$ cat config.mk
export PLATFORM = sky130hd
export DESIGN_NAME = jisp_ctrl
export DESIGN_NICKNAME = d
export VERILOG_FILES = /design/src/rtl/jisp_pkg.sv /design/src/rtl/jisp_ctrl_linecnt.sv /design/src/rtl/jisp_ctrl.sv
export SDC_FILE = /design/constraint.sdc
export NUM_CORES = 1
export LEC_CHECK = 0
export BUFFER_PORTS_ARGS = -buffer_cell sky130_fd_sc_hd__buf_2
export CAP_MARGIN = 10
export CORE_UTILIZATION = 45
export CTS_CLUSTER_SIZE = 28
export DETAILED_ROUTE_END_ITERATION = 12
export MAX_ROUTING_LAYER = met4
export PLACE_DENSITY = 0.66
export SLEW_MARGIN = 5
export SYNTH_ARGS = -nofsm -noshare
export SYNTH_HDL_FRONTEND = slang
export SYNTH_SLANG_ARGS = --single-unit
$ cat constraint.sdc
create_clock -name clk -period 7.7 [get_ports clk]
set_clock_uncertainty 0.1 [all_clocks]
set_input_delay 1.54 -clock clk [delete_from_list [all_inputs] [get_ports clk]]
set_output_delay 1.54 -clock clk [all_outputs]
set_load 0.01 [all_outputs]
$ cat src/rtl/jisp_pkg.sv
// Shared definitions for the JISP capture controller.
//   state_t               : controller FSM states
//   DRAIN_TIMEOUT_DEFAULT : default cycle budget from end of frame to pipe_done
package jisp_pkg;

    typedef enum logic [2:0] {
        ST_IDLE,
        ST_ARM,
        ST_WAIT_SOF,
        ST_CAPTURE,
        ST_DRAIN,
        ST_DONE
    } state_t;

    localparam int unsigned DRAIN_TIMEOUT_DEFAULT = 32'd1 << 20;

endpackage

$ cat src/rtl/jisp_ctrl_linecnt.sv
// Sensor strobe edge detection plus the line and drain counters of jisp_ctrl.
// Ports:
//   clk, reset            : clock, asynchronous active-high reset
//   frame_valid_in        : sensor frame strobe
//   line_valid_in         : sensor line strobe
//   line_clr / line_en    : clear / enable the line-end counter
//   drain_clr / drain_en  : clear / enable the drain cycle counter
//   fv_rise / fv_fall     : frame strobe edges (vs. registered previous sample)
//   lv_fall               : line strobe falling edge
//   line_cnt              : number of line ends counted while enabled
//   drain_cnt             : number of cycles counted while enabled
module jisp_ctrl_linecnt #(
    parameter int unsigned YW = 10,
    parameter int unsigned DW = 21
) (
    input  logic          clk,
    input  logic          reset,
    input  logic          frame_valid_in,
    input  logic          line_valid_in,
    input  logic          line_clr,
    input  logic          line_en,
    input  logic          drain_clr,
    input  logic          drain_en,
    output logic          fv_rise,
    output logic          fv_fall,
    output logic          lv_fall,
    output logic [YW:0]   line_cnt,
    output logic [DW-1:0] drain_cnt
);

    logic fv_q;
    logic lv_q;

    assign fv_rise = frame_valid_in & ~fv_q;
    assign fv_fall = ~frame_valid_in & fv_q;
    assign lv_fall = ~line_valid_in & lv_q;

    always_ff @(posedge clk or posedge reset) begin
        if (reset) begin
            fv_q      <= 1'b0;
            lv_q      <= 1'b0;
            line_cnt  <= '0;
            drain_cnt <= '0;
        end else begin
            fv_q <= frame_valid_in;
            lv_q <= line_valid_in;

            if (line_clr)
                line_cnt <= '0;
            else if (line_en && lv_fall)
                line_cnt <= line_cnt + (YW+1)'(1);

            if (drain_clr)
                drain_cnt <= '0;
            else if (drain_en)
                drain_cnt <= drain_cnt + DW'(1);
        end
    end

endmodule

$ cat src/rtl/jisp_ctrl.sv
// Capture controller sitting between the image sensor and rgb2yuv.
// Arms on start, waits for a clean start of frame, passes exactly one frame
// through the strobe gates, then waits for the encoder to drain.
// Ports:
//   clk, reset                    : clock, asynchronous active-high reset
//   start / abort                 : capture request / cancel (single-cycle pulses)
//   x_size_m1_cfg / y_size_m1_cfg : requested frame size minus one
//   frame/line/rgb24_valid_in     : sensor strobes
//   pipe_done                     : encoder finished the last byte
//   frame/line/rgb24_valid_out    : gated strobes to the ISP
//   x_size_m1 / y_size_m1         : shadowed frame size to the ISP
//   busy / done / flush / error   : status (error is sticky)
module jisp_ctrl
    import jisp_pkg::*;
#(
    parameter int unsigned SENSOR_X_SIZE = 720,
    parameter int unsigned SENSOR_Y_SIZE = 720,
    parameter int unsigned DRAIN_TIMEOUT = DRAIN_TIMEOUT_DEFAULT,
    localparam int unsigned XW = $clog2(SENSOR_X_SIZE),
    localparam int unsigned YW = $clog2(SENSOR_Y_SIZE)
) (
    input  logic          clk,
    input  logic          reset,
    input  logic          start,
    input  logic          abort,
    input  logic [XW-1:0] x_size_m1_cfg,
    input  logic [YW-1:0] y_size_m1_cfg,
    input  logic          frame_valid_in,
    input  logic          line_valid_in,
    input  logic          rgb24_valid_in,
    input  logic          pipe_done,
    output logic          frame_valid_out,
    output logic          line_valid_out,
    output logic          rgb24_valid_out,
    output logic [XW-1:0] x_size_m1,
    output logic [YW-1:0] y_size_m1,
    output logic          busy,
    output logic          done,
    output logic          flush,
    output logic          error
);

    localparam int unsigned DW = $clog2(DRAIN_TIMEOUT) + 1;

    state_t        state, state_next;
    logic          latch_cfg, err_set, err_clr, flush_next;
    logic          en;
    logic          fv_rise, fv_fall, lv_fall;
    logic [YW:0]   line_cnt, line_total, lines_exp;
    logic [DW-1:0] drain_cnt;

    jisp_ctrl_linecnt #(
        .YW (YW),
        .DW (DW)
    ) u_linecnt (
        .clk            (clk),
        .reset          (reset),
        .frame_valid_in (frame_valid_in),
        .line_valid_in  (line_valid_in),
        .line_clr       (state != ST_CAPTURE),
        .line_en        (state == ST_CAPTURE),
        .drain_clr      (state != ST_DRAIN),
        .drain_en       (state == ST_DRAIN),
        .fv_rise        (fv_rise),
        .fv_fall        (fv_fall),
        .lv_fall        (lv_fall),
        .line_cnt       (line_cnt),
        .drain_cnt      (drain_cnt)
    );

    // A line ending on the same cycle as the frame still counts.
    assign line_total = line_cnt + (YW+1)'(lv_fall);
    assign lines_exp  = {1'b0, y_size_m1} + (YW+1)'(1);

    // The SOF cycle itself is passed so the ISP sees the frame strobe rise.
    // Reset is folded in so the gates close without waiting for a clock.
    assign en = ~reset & ((state == ST_CAPTURE) | ((state == ST_WAIT_SOF) & fv_rise));

    assign frame_valid_out = frame_valid_in & en;
    assign line_valid_out  = line_valid_in  & en;
    assign rgb24_valid_out = rgb24_valid_in & en;
    assign busy            = (state != ST_IDLE);

    always_comb begin
        state_next = state;
        latch_cfg  = 1'b0;
        err_set    = 1'b0;
        err_clr    = 1'b0;
        flush_next = 1'b0;
        done       = 1'b0;

        case (state)
            ST_IDLE: begin
                if (start && !abort) begin
                    if (x_size_m1_cfg[0] && y_size_m1_cfg[0]) begin
                        latch_cfg  = 1'b1;
                        err_clr    = 1'b1;
                        state_next = ST_ARM;
                    end else begin
                        err_set = 1'b1;
                    end
                end
            end
            ST_ARM: begin
                if (!frame_valid_in)
                    state_next = ST_WAIT_SOF;
            end
            ST_WAIT_SOF: begin
                if (fv_rise)
                    state_next = ST_CAPTURE;
            end
            ST_CAPTURE: begin
                if (fv_fall) begin
                    state_next = ST_DRAIN;
                    if (line_total != lines_exp)
                        err_set = 1'b1;
                end
            end
            ST_DRAIN: begin
                if (pipe_done) begin
                    state_next = ST_DONE;
                end else if (drain_cnt == DW'(DRAIN_TIMEOUT - 1)) begin
                    err_set    = 1'b1;
                    state_next = ST_DONE;
                end
            end
            ST_DONE: begin
                done       = 1'b1;
                state_next = ST_IDLE;
            end
            default: state_next = ST_IDLE;
        endcase

        // Abort overrides every other outcome outside IDLE.
        if (abort && state != ST_IDLE) begin
            state_next = ST_IDLE;
            flush_next = 1'b1;
            done       = 1'b0;
            err_set    = 1'b0;
        end
    end

    always_ff @(posedge clk or posedge reset) begin
        if (reset) begin
            state     <= ST_IDLE;
            x_size_m1 <= '1;
            y_size_m1 <= '1;
            error     <= 1'b0;
            flush     <= 1'b0;
        end else begin
            state <= state_next;
            flush <= flush_next;
            if (latch_cfg) begin
                x_size_m1 <= x_size_m1_cfg;
                y_size_m1 <= y_size_m1_cfg;
            end
            if (err_set)
                error <= 1'b1;
            else if (err_clr)
                error <= 1'b0;
        end
    end

endmodule

Word-level counts from Yosys, hierarchy flattened. Cells that the tools add are included.

Bits in registers: 59. Bits of input ports: 28. Output and inout port bits: 27. Word-level logic and storage cells: 81.

Add/sub/neg operators: 4. Equality and inequality tests: 15. Muxes and demuxes: 29. Bitwise logic cells: 13. Reduce and logical (&&, ||, !) cells: 11.

Operators by type and width (count): 21-bit two-way mux (2); 3-bit two-way mux (8); 11-bit two-way mux (2); 21-bit by 1-bit adder with 21-bit output, second input constant (1); 21-bit by 20-bit == test with 1-bit output, second input constant (1); 1-bit two-way mux (15); 3-bit inequality test, second input constant (5); 3-bit case mux with 5 select lines (1); 10-bit by 1-bit adder with 11-bit output, second input constant (1); 11-bit by 1-bit adder with 11-bit output (1); 11-bit by 1-bit adder with 11-bit output, second input constant (1); 11-bit inequality test (1); 1-bit bitwise AND (8); 3-bit by 2-bit == test with 1-bit output, second input constant (2); 3-bit == test, second input constant (2); 3-bit by 2-bit inequality test with 1-bit output, second input constant (2); 6-bit AND reduction (1); 2-bit nonzero test (3); 1-bit logical AND (4); 4-bit inequality test, second input constant (1); 1-bit inverter (4); 3-bit by 1-bit == test with 1-bit output, second input constant (1); 3-bit logical NOT (1); 1-bit case mux with 3 select lines (1); other kinds (3) (3).

Logic depth before layout (Yosys ltp). Gate-level depths: netlist of run 1.

Depth after elaboration: 9. Gate-level depth with buffers: 10. Gate-level depth less buffers: 9.

Cells and area by module. A second synthesis of run 1 with hierarchy kept.

Cell total of the unflattened synthesis: 338. Area, all modules: 3352.0 sq um.

By module, submodules not included: jisp_ctrl_linecnt (instances 1, cells an instance 174, area an instance 1694.1 sq um, sequential area each 850.8 sq um); jisp_ctrl (instances 1, cells an instance 164, area an instance 1657.8 sq um, sequential area each 650.6 sq um).

Least setup slack after synthesis of run 1. No wires, ideal clock.

Path kind: in2reg. From: input line_valid_in. To: register error. Setup time: 127 ps. Data arrival time: 3712 ps. Required time: 7473 ps. Slack: 3760 ps. Stages on the path: 10. Buffers on the path: 1. Cell sequence: nor2b_1 clkbuf_1 ha_1 ha_1 nand4_1 or3_4 a2111oi_4 a22oi_1 a2111oi_2 o41ai_1.

Longest elaborated chain between the ends: 9. Elaborated cells on any way between the ends: 10. Those cells by class: 1 x add/sub; 1 x eq/ne; 5 x mux; 2 x bitwise; 1 x reduce/logical.

Ends and longest elaborated chain: start: declaration (RTL line jisp_ctrl.sv:29) `input logic line_valid_in,`; 1-bit inverter * (RTL line jisp_ctrl_linecnt.sv:36) `assign lv_fall = ~line_valid_in & lv_q;`; 1-bit bitwise AND * (RTL line jisp_ctrl_linecnt.sv:36); 11-bit by 1-bit adder with 11-bit output * (RTL line jisp_ctrl.sv:72) `assign line_total = line_cnt + (YW+1)'(lv_fall);`; 11-bit inequality test * (RTL line jisp_ctrl.sv:115) `if (line_total != lines_exp)`; 1-bit two-way mux * (RTL line jisp_ctrl.sv:115); 1-bit two-way mux * (RTL line jisp_ctrl.sv:113) `if (fv_fall) begin`; 1-bit case mux with 3 select lines * (RTL line jisp_ctrl.sv:92) `case (state)`; 1-bit two-way mux * (RTL line jisp_ctrl.sv:135) `if (abort && state != ST_IDLE) begin`; 1-bit two-way mux / 2-bit nonzero test (equally long branches); end signal: assignment (RTL line jisp_ctrl.sv:148) `error <= 1'b0;`; end signal: assignment (RTL line jisp_ctrl.sv:158) `error <= 1'b1;`; end signal: assignment (RTL line jisp_ctrl.sv:160) `error <= 1'b0;`; end: declaration (RTL line jisp_ctrl.sv:40) `output logic error`.

Every way passes the cells marked *; elsewhere a longest branch is shown, timed or not. A chain may end at the register's enable or synchronous reset.

Final worst setup path of run 1. Ends and elaborated chain as after synthesis.

==> results.txt, run 1 <==
----------------------------------------------------
[Outcome]
  Status ... finished, final reports clean

[Routing]
  Number of nets still failing antenna checks after routing ... 0
  Number of vias after detailed routing ... 2,531
  Via-per-instance ratio ... 5.317
  Post-detailed-route DRC marker count ... 0
  Number of detailed-route iterations in the first pass ... 6
  Final Routed Wirelength ... 6.692 mm
  Starting DRT DRC Count ... 76
  Final routed wire length divided by cell count ... 14.06 um

[Yosys]
  Sequential area share after synthesis ... 46.78%
  Count of yosys warnings during synthesis ... 0
  Yosys cell types ... 48
  Post-synthesis average cell area ... 9.936 um^2
  Syn Nets ... 356
  Number of cells produced by synthesis ... 323
  Most used flip-flop cell after synthesis ... sky130_fd_sc_hd__dfrtp_1
  Share of synthesized registers carrying an async set or reset ... 100.0%
  Cell area after synthesis ... 3209 um^2
  EDFF count, synth ... 0
  Seq cells post-synth ... 59

[Worst hold path]
  Classification of the worst-slack hold path ... reg2reg

[Clocking]
  H-tree levels ... 3
  Clock tree from TritonCTS ... done
  Clk buf depth ... 2
  Clock latency on the worst-skew pair ... 330 ps
  Post-CTS Setup Inserts ... 0
  Clock Sinks ... 59
  Clock-pin slew reported for the worst setup and hold paths after clock tree synthesis ... 70 ps
  Hold Buf Count CTS ... 0
  Number of buffers created by CTS ... 9
  CTS root buffer ... sky130_fd_sc_hd__clkbuf_8
  Cts repair resizes ... 0

[Timing]
  Worst slew pin tran ... 1057 ps
  Tcrit/Tclk final ... 53.91%
  Final Worst Setup Slack ... 3549 ps
  Top achievable clock speed ... 0.2409 GHz
  Number of max-slew violations in the final report ... 0
  Worst slew margin ... 29.32%
  Total setup violations reported at the end of the flow ... 0
  Final total negative setup slack ... 0 ps
  Tmin final ... 4151 ps
  Final hold violation count ... 0
  Worst hold slack ... 355.4 ps
  RSZ-0062 raised after global routing ... no

[Power and ir drop]
  Pwr/cell area ... 280.9 nW/um^2
  P_leak ... 1.550 nW
  Max VDD drop ... 0.1159 mV

[Cells and area]
  Storage element area ... 1501 um^2
  Commonest non-fill, non-tap cell in the layout ... sky130_fd_sc_hd__buf_2
  Count of antenna diodes in the layout ... 0
  Area Overhead vs Synth ... 15.59%
  Proportion of layout cells with a drive suffix above 1 ... 30.26%
  Post-layout nets ... 408
  Layout filler cell count ... 633
  Multi-input combinational cell area ... 1617 um^2
  Commonest cells after routing, fill and taps aside ... sky130_fd_sc_hd__buf_2 (54), sky130_fd_sc_hd__nor2_1 (40), sky130_fd_sc_hd__dfrtp_1 (39)

[Placement]
  Hpwl dp ... 4.847 mm
  PortBufs ... 54
  Final weighted congestion in routability-driven placement ... 0.9302
  Pre-CTS setup slack ... 3230 ps

[Floorplan]
  Row count ... 30
  Chip Height ... 86.45 um
  Overall die area ... 7474 um^2
  Std-Cell Core Area ... 6832 um^2
  Starting density of the core ... 46.98%
  IO Pins ... 55
  Die width ... 86.45 um

[Critical path]
  CP most frequent cell ... sky130_fd_sc_hd__ha_1
  Arrival time worst endpoint ... 4250 ps
  Chain of cells forming the critical path ... buf_2 > nor2b_1 > ha_1 > ha_1 > nand4_1 > o21ai_0 > nand3_1 > or3b_1 > a2111oi_2 > o41ai_1
  Slowest cell on crit path ... sky130_fd_sc_hd__o21ai_0
  Termination of the worst setup path ... error$_DFFE_PP0P_
  Beginning of the worst register-to-register path ... u_linecnt.lv_q$_DFF_PP0_
  Setup slack on the worst flop-to-flop path ... 4550 ps
  Critical Path Source Type ... input pin
  Critical path data required time ... 7800 ps
  Worst reg2reg path endpoint ... error$_DFFE_PP0P_
  Element type at the critical path end ... flip-flop
  Maximum fanout along the worst path ... 6
  Cell count of the worst reg-to-reg path ... 9
  Origin of the worst setup path ... line_valid_in
  Highest cell delay on the worst timing path ... 440 ps
  Path type of the worst setup path ... in2reg

[Global route]
  Number of antenna violations at the first check in global routing ... 0
  First-pass GRT wire length ... 11.34 mm
  Largest net degree at the start of global routing ... 39
  Overall global routing resource usage ... 20.21%
  Number of global-route vias before repair ... 2,450
  GRT Residual Overflow ... 0

[Flow run]
  Max-Cap Viols ... 0

----------------------------------------------------
routing by layer:
metal / share of wire [%] / GRT usage, %
met5: 0 / -
met4: 2.0 / 7.121
met3: 4.0 / 5.619
met2: 48 / 32.03
met1: 46 / 24.85
per-stage QoR:
step	cell area, um^2	total power [mW]	utilization, %	cells
6_report	3710	1.042	54.30	476
5_1_grt	3710	1.108	54.30	476
4_1_cts	3710	1.051	54.30	476
3_5_place_dp	3546	0.8061	51.90	460
3_3_place_gp	3546	0.7970	51.90	460
2_1_floorplan	3209	0.6954	-	323
cell type report:
cell class,count,share of cell area [%]
multi-input combinational,242,43.58
sequential,59,40.47
timing repair buffer,55,7.487
clock buffer,13,4.013
tap,96,3.238
inverter,8,0.8094
clock inverter,3,0.4047
kinds of logic (layout without fill, tap and decap cells):
| group | after synthesis | after routing | share of synthesized area, % |
|---|---|---|---|
| AOI/OAI and AO/OA | 40 | 40 | 8.773 |
| xor gates and xnor gates | 39 | 39 | 10.64 |
| adders and majority gates | 5 | 5 | 1.949 |
| buffers and inverters | 22 | 79 | 2.846 |
| DFF | 59 | 59 | 46.78 |
| muxes | 20 | 20 | 6.979 |
| and+or+nand+nor | 138 | 138 | 22.03 |
sequential cells by signal, summed over array words and instances (netlist names):
register / cells
error: 1
state: 3
y_size_m1: 10
x_size_m1: 10
u_linecnt.lv_q: 1
flush: 1
u_linecnt.fv_q: 1
u_linecnt.line_cnt: 11
u_linecnt.drain_cnt: 21
cells in the mapped netlist (2+ instances only):
library cell | n | area (um^2)
sky130_fd_sc_hd__nor3_1 | 10 | 50.05
sky130_fd_sc_hd__nand4_1 | 12 | 75.07
sky130_fd_sc_hd__buf_2 | 4 | 20.02
sky130_fd_sc_hd__nor2b_1 | 3 | 18.77
sky130_fd_sc_hd__or3_1 | 7 | 43.79
sky130_fd_sc_hd__or2_2 | 3 | 18.77
sky130_fd_sc_hd__dfrtp_1 | 39 | 975.9
sky130_fd_sc_hd__xor2_1 | 21 | 183.9
sky130_fd_sc_hd__and2_1 | 2 | 12.51
sky130_fd_sc_hd__buf_1 | 2 | 7.510
sky130_fd_sc_hd__nand2_1 | 20 | 75.07
sky130_fd_sc_hd__nand2b_1 | 4 | 25.02
sky130_fd_sc_hd__dfstp_2 | 20 | 525.5
sky130_fd_sc_hd__a21oi_1 | 12 | 60.06
sky130_fd_sc_hd__inv_1 | 8 | 30.03
sky130_fd_sc_hd__nand3_1 | 16 | 80.08
sky130_fd_sc_hd__o21a_1 | 2 | 15.01
sky130_fd_sc_hd__ha_1 | 5 | 62.56
sky130_fd_sc_hd__nor4_1 | 3 | 18.77
sky130_fd_sc_hd__a211oi_1 | 2 | 15.01
sky130_fd_sc_hd__clkbuf_1 | 7 | 26.28
sky130_fd_sc_hd__nor2_1 | 40 | 150.1
sky130_fd_sc_hd__xnor2_1 | 18 | 157.7
sky130_fd_sc_hd__mux2_2 | 19 | 214.0
sky130_fd_sc_hd__and3_1 | 8 | 50.05
sky130_fd_sc_hd__and4_1 | 5 | 43.79
sky130_fd_sc_hd__o21ai_0 | 10 | 50.05
power breakdown:
part	leakage, nW	internal [mW]	switching (mW)	total, mW
logic	0.719	0.159	0.169	0.328
registers	0.744	0.406	0.0669	0.473
clock network	0.0872	0.124	0.117	0.241
total	1.55	0.689	0.353	1.04
worst min-delay path by stage:
| stage | start | to | depth (start not counted) |
|---|---|---|---|
| after floorplan | u_linecnt.drain_cnt[0]$_DFF_PP0_ | u_linecnt.drain_cnt[0]$_DFF_PP0_ | 1 |
| after global placement | u_linecnt.drain_cnt[0]$_DFF_PP0_ | u_linecnt.drain_cnt[0]$_DFF_PP0_ | 1 |
| after detailed placement | u_linecnt.drain_cnt[0]$_DFF_PP0_ | u_linecnt.drain_cnt[0]$_DFF_PP0_ | 1 |
| after CTS | u_linecnt.drain_cnt[0]$_DFF_PP0_ | u_linecnt.drain_cnt[0]$_DFF_PP0_ | 1 |
| after global routing | u_linecnt.drain_cnt[0]$_DFF_PP0_ | u_linecnt.drain_cnt[0]$_DFF_PP0_ | 1 |
| final | u_linecnt.drain_cnt[0]$_DFF_PP0_ | u_linecnt.drain_cnt[0]$_DFF_PP0_ | 1 |
critical path: cells and delay by family:
| kind | cells | cell delay (ps) |
|---|---|---|
| AO/OA/AOI/OAI | 3 | 910 |
| adder cells (fa/ha/maj) | 2 | 590 |
| buffers and inverters | 1 | 110 |
| AND/OR/NAND/NOR | 4 | 1090 |
(Power assumes the default switching activity.)
==> run 2, diff against run 1 <==
--- a/config.mk
+++ b/config.mk
@@ -11,7 +11,7 @@
 export CTS_CLUSTER_SIZE = 28
 export DETAILED_ROUTE_END_ITERATION = 12
 export MAX_ROUTING_LAYER = met4
-export PLACE_DENSITY = 0.66
+export PLACE_DENSITY = 0.69
 export SLEW_MARGIN = 5
 export SYNTH_ARGS = -nofsm -noshare
 export SYNTH_HDL_FRONTEND = slang
==> constraint.sdc (replaced) <==
create_clock -name clk -period 3.45 [get_ports clk]
set_clock_uncertainty 0.1 [all_clocks]
set_input_delay 0.69 -clock clk [delete_from_list [all_inputs] [get_ports clk]]
set_output_delay 0.69 -clock clk [all_outputs]
set_load 0.01 [all_outputs]
==> results.txt, run 2 (synthesis results as in run 1) <==
----------------------------------------------------
[Outcome]
  Status ... finished, final reports clean

[Critical path]
  Slowest cell on crit path ... sky130_fd_sc_hd__a2111oi_2
  Critical Path Source Type ... input pin
  CP most frequent cell ... sky130_fd_sc_hd__ha_1
  Highest cell delay on the worst timing path ... 430 ps
  Number of buffer and inverter instances along the worst setup path ... 1
  Element type at the critical path end ... flip-flop
  Stages on the worst setup path ... 10
  Chain of cells forming the critical path ... buf_2 > nor2b_1 > ha_1 > ha_1 > nand4_1 > or3_4 > a2111oi_4 > a22oi_1 > a2111oi_2 > o41ai_1
  Path type of the worst setup path ... in2reg
  Critical path data required time ... 3550 ps
  Maximum fanout along the worst path ... 6
  Cell count of the worst reg-to-reg path ... 9
  Family of cells with the greatest summed delay on the critical path ... compound AO/OA/AOI/OAI gates
  Arrival time worst endpoint ... 3020 ps

[Routing]
  Final Routed Wirelength ... 6.789 mm
  Number of vias after detailed routing ... 2,533
  Final routed wire length divided by cell count ... 14.17 um
  Number of detailed-route iterations in the first pass ... 4
  Number of nets still failing antenna checks after routing ... 0
  Via-per-instance ratio ... 5.288
  Starting DRT DRC Count ... 122
  Post-detailed-route DRC marker count ... 0

[Cells and area]
  Commonest cells after routing, fill and taps aside ... sky130_fd_sc_hd__buf_2 (54), sky130_fd_sc_hd__nor2_1 (40), sky130_fd_sc_hd__dfrtp_1 (39)
  End-of-flow core utilization ... 55.13%
  Layout filler cell count ... 647
  Commonest non-fill, non-tap cell in the layout ... sky130_fd_sc_hd__buf_2
  Post-layout nets ... 411
  Proportion of layout cells with a drive suffix above 1 ... 31.59%
  Biggest regs ... u_linecnt.drain_cnt x21, u_linecnt.line_cnt x11
  Area Overhead vs Synth ... 17.35%
  Count of antenna diodes in the layout ... 0
  Register ranked first by flip-flop count ... u_linecnt.drain_cnt
  Flip-flop count of the largest register after layout ... 21

[Floorplan]
  Std-Cell Core Area ... 6832 um^2
  Overall die area ... 7474 um^2
  Row count ... 30
  Starting density of the core ... 46.98%
  Die width ... 86.45 um
  IO Pins ... 55
  Chip Height ... 86.45 um

[Placement]
  Hpwl dp ... 4.923 mm
  Pre-CTS setup slack ... 168.2 ps
  PortBufs ... 54
  Final weighted congestion in routability-driven placement ... 0.9550

[Clocking]
  Clock Sinks ... 59
  H-tree levels ... 3
  Number of buffers created by CTS ... 9
  Clock latency on the worst-skew pair ... 330 ps
  Hold Buf Count CTS ... 0
  Clock tree from TritonCTS ... done
  Clk buf depth ... 2
  Post-CTS Setup Inserts ... 0
  Cts repair resizes ... 0
  CTS root buffer ... sky130_fd_sc_hd__clkbuf_8
  Clock-pin slew reported for the worst setup and hold paths after clock tree synthesis ... 70 ps

[Global route]
  Overall global routing resource usage ... 20.28%
  Largest net degree at the start of global routing ... 60
  Number of global-route vias before repair ... 2,484
  GRT Residual Overflow ... 0
  First-pass GRT wire length ... 11.50 mm
  Number of antenna violations at the first check in global routing ... 0

[Timing]
  Tcrit/Tclk final ... 84.83%
  Tmin final ... 2927 ps
  Worst slew pin tran ... 735.9 ps
  RSZ-0062 raised after global routing ... no
  Final total negative setup slack ... 0 ps
  Top achievable clock speed ... 0.3417 GHz
  Final hold violation count ... 0
  Worst slew margin ... 50.82%
  Final Worst Setup Slack ... 523.4 ps
  Number of max-slew violations in the final report ... 0
  Total setup violations reported at the end of the flow ... 0

[Worst hold path]
  Classification of the worst-slack hold path ... reg2reg
  Instance count along the most critical hold path ... 1

[Power and ir drop]
  Max VDD drop ... 0.2739 mV
  Pwr/cell area ... 643.1 nW/um^2
  P_leak ... 1.582 nW

[Flow run]
  Max-Cap Viols ... 0

----------------------------------------------------
-- run 2: cell count changes in the layout (fill, tap and decap cells not counted) --
| cell | change |
|---|---|
| sky130_fd_sc_hd__bufinv_16 | +1 |
| sky130_fd_sc_hd__clkinv_2 | -2 |
| sky130_fd_sc_hd__clkinv_4 | +2 |
| sky130_fd_sc_hd__inv_4 | +2 |
| sky130_fd_sc_hd__clkbuf_8 | -1 |
| sky130_fd_sc_hd__buf_4 | +3 |
| sky130_fd_sc_hd__clkbuf_1 | -3 |
| sky130_fd_sc_hd__inv_6 | +1 |
-- run 2: where the power goes --
| part | leakage, nW | internal [mW] | switching [mW] |
|---|---|---|---|
| registers | 0.744 | 0.907 | 0.152 |
| logic | 0.733 | 0.362 | 0.374 |
| clock network | 0.104 | 0.338 | 0.289 |
-- run 2: stage by stage --
| step | area, um^2 | total power, mW | std cells | hold slack, ps |
|---|---|---|---|---|
| after CTS | 3766 | 2.452 | 479 | 369.7 |
| after global routing | 3766 | 2.569 | 479 | 378.5 |
| after detailed placement | 3568 | 1.809 | 463 | 360.6 |
| final | 3766 | 2.422 | 479 | 363.0 |
| after floorplan | 3209 | 1.552 | 323 | 325.1 |
| after global placement | 3568 | 1.790 | 463 | 339.7 |
-- run 2: metal layers --
layer  GRT usage (%)  vias to the layer above  wire (um)
li1                -                     1255          -
met3           4.952                       14        276
met2           30.66                       56       3161
met1           26.50                     1208       3237
met4           7.576                        0        114
met5               -                        -          0
-- run 2: layout make-up --
cell class	count	area, um^2	share of cell area (%)
tap	96	120.1	3.189
multi-input combinational	242	1617	42.92
sequential	59	1501	39.87
timing repair buffer	58	300.3	7.973
clock inverter	7	73.82	1.960
inverter	8	30.03	0.7973
clock buffer	9	123.9	3.289
-- run 2: path summary, 6_finish.rpt --
path | startpoint | end | slack (ps)
worst max-delay path | line_valid_in | error$_DFFE_PP0P_ | 520
worst min-delay path | u_linecnt.drain_cnt[0]$_DFF_PP0_ | u_linecnt.drain_cnt[0]$_DFF_PP0_ | 360
worst max register to register | u_linecnt.lv_q$_DFF_PP0_ | error$_DFFE_PP0P_ | 660
worst min register to register | u_linecnt.drain_cnt[0]$_DFF_PP0_ | u_linecnt.drain_cnt[0]$_DFF_PP0_ | 360
max in group asynchronous | reset | u_linecnt.line_cnt[10]$_DFFE_PP0P_ | 2280
min in group asynchronous | reset | u_linecnt.lv_q$_DFF_PP0_ | 460
-- run 2: worst reg2reg max path, delay by kind of cell (launching register included) --
kind	cells	cell delay, ps
AOI/OAI and AO/OA	4	1010
and+or+nand+nor	3	730
adders and majority gates	2	490
DFF	1	320
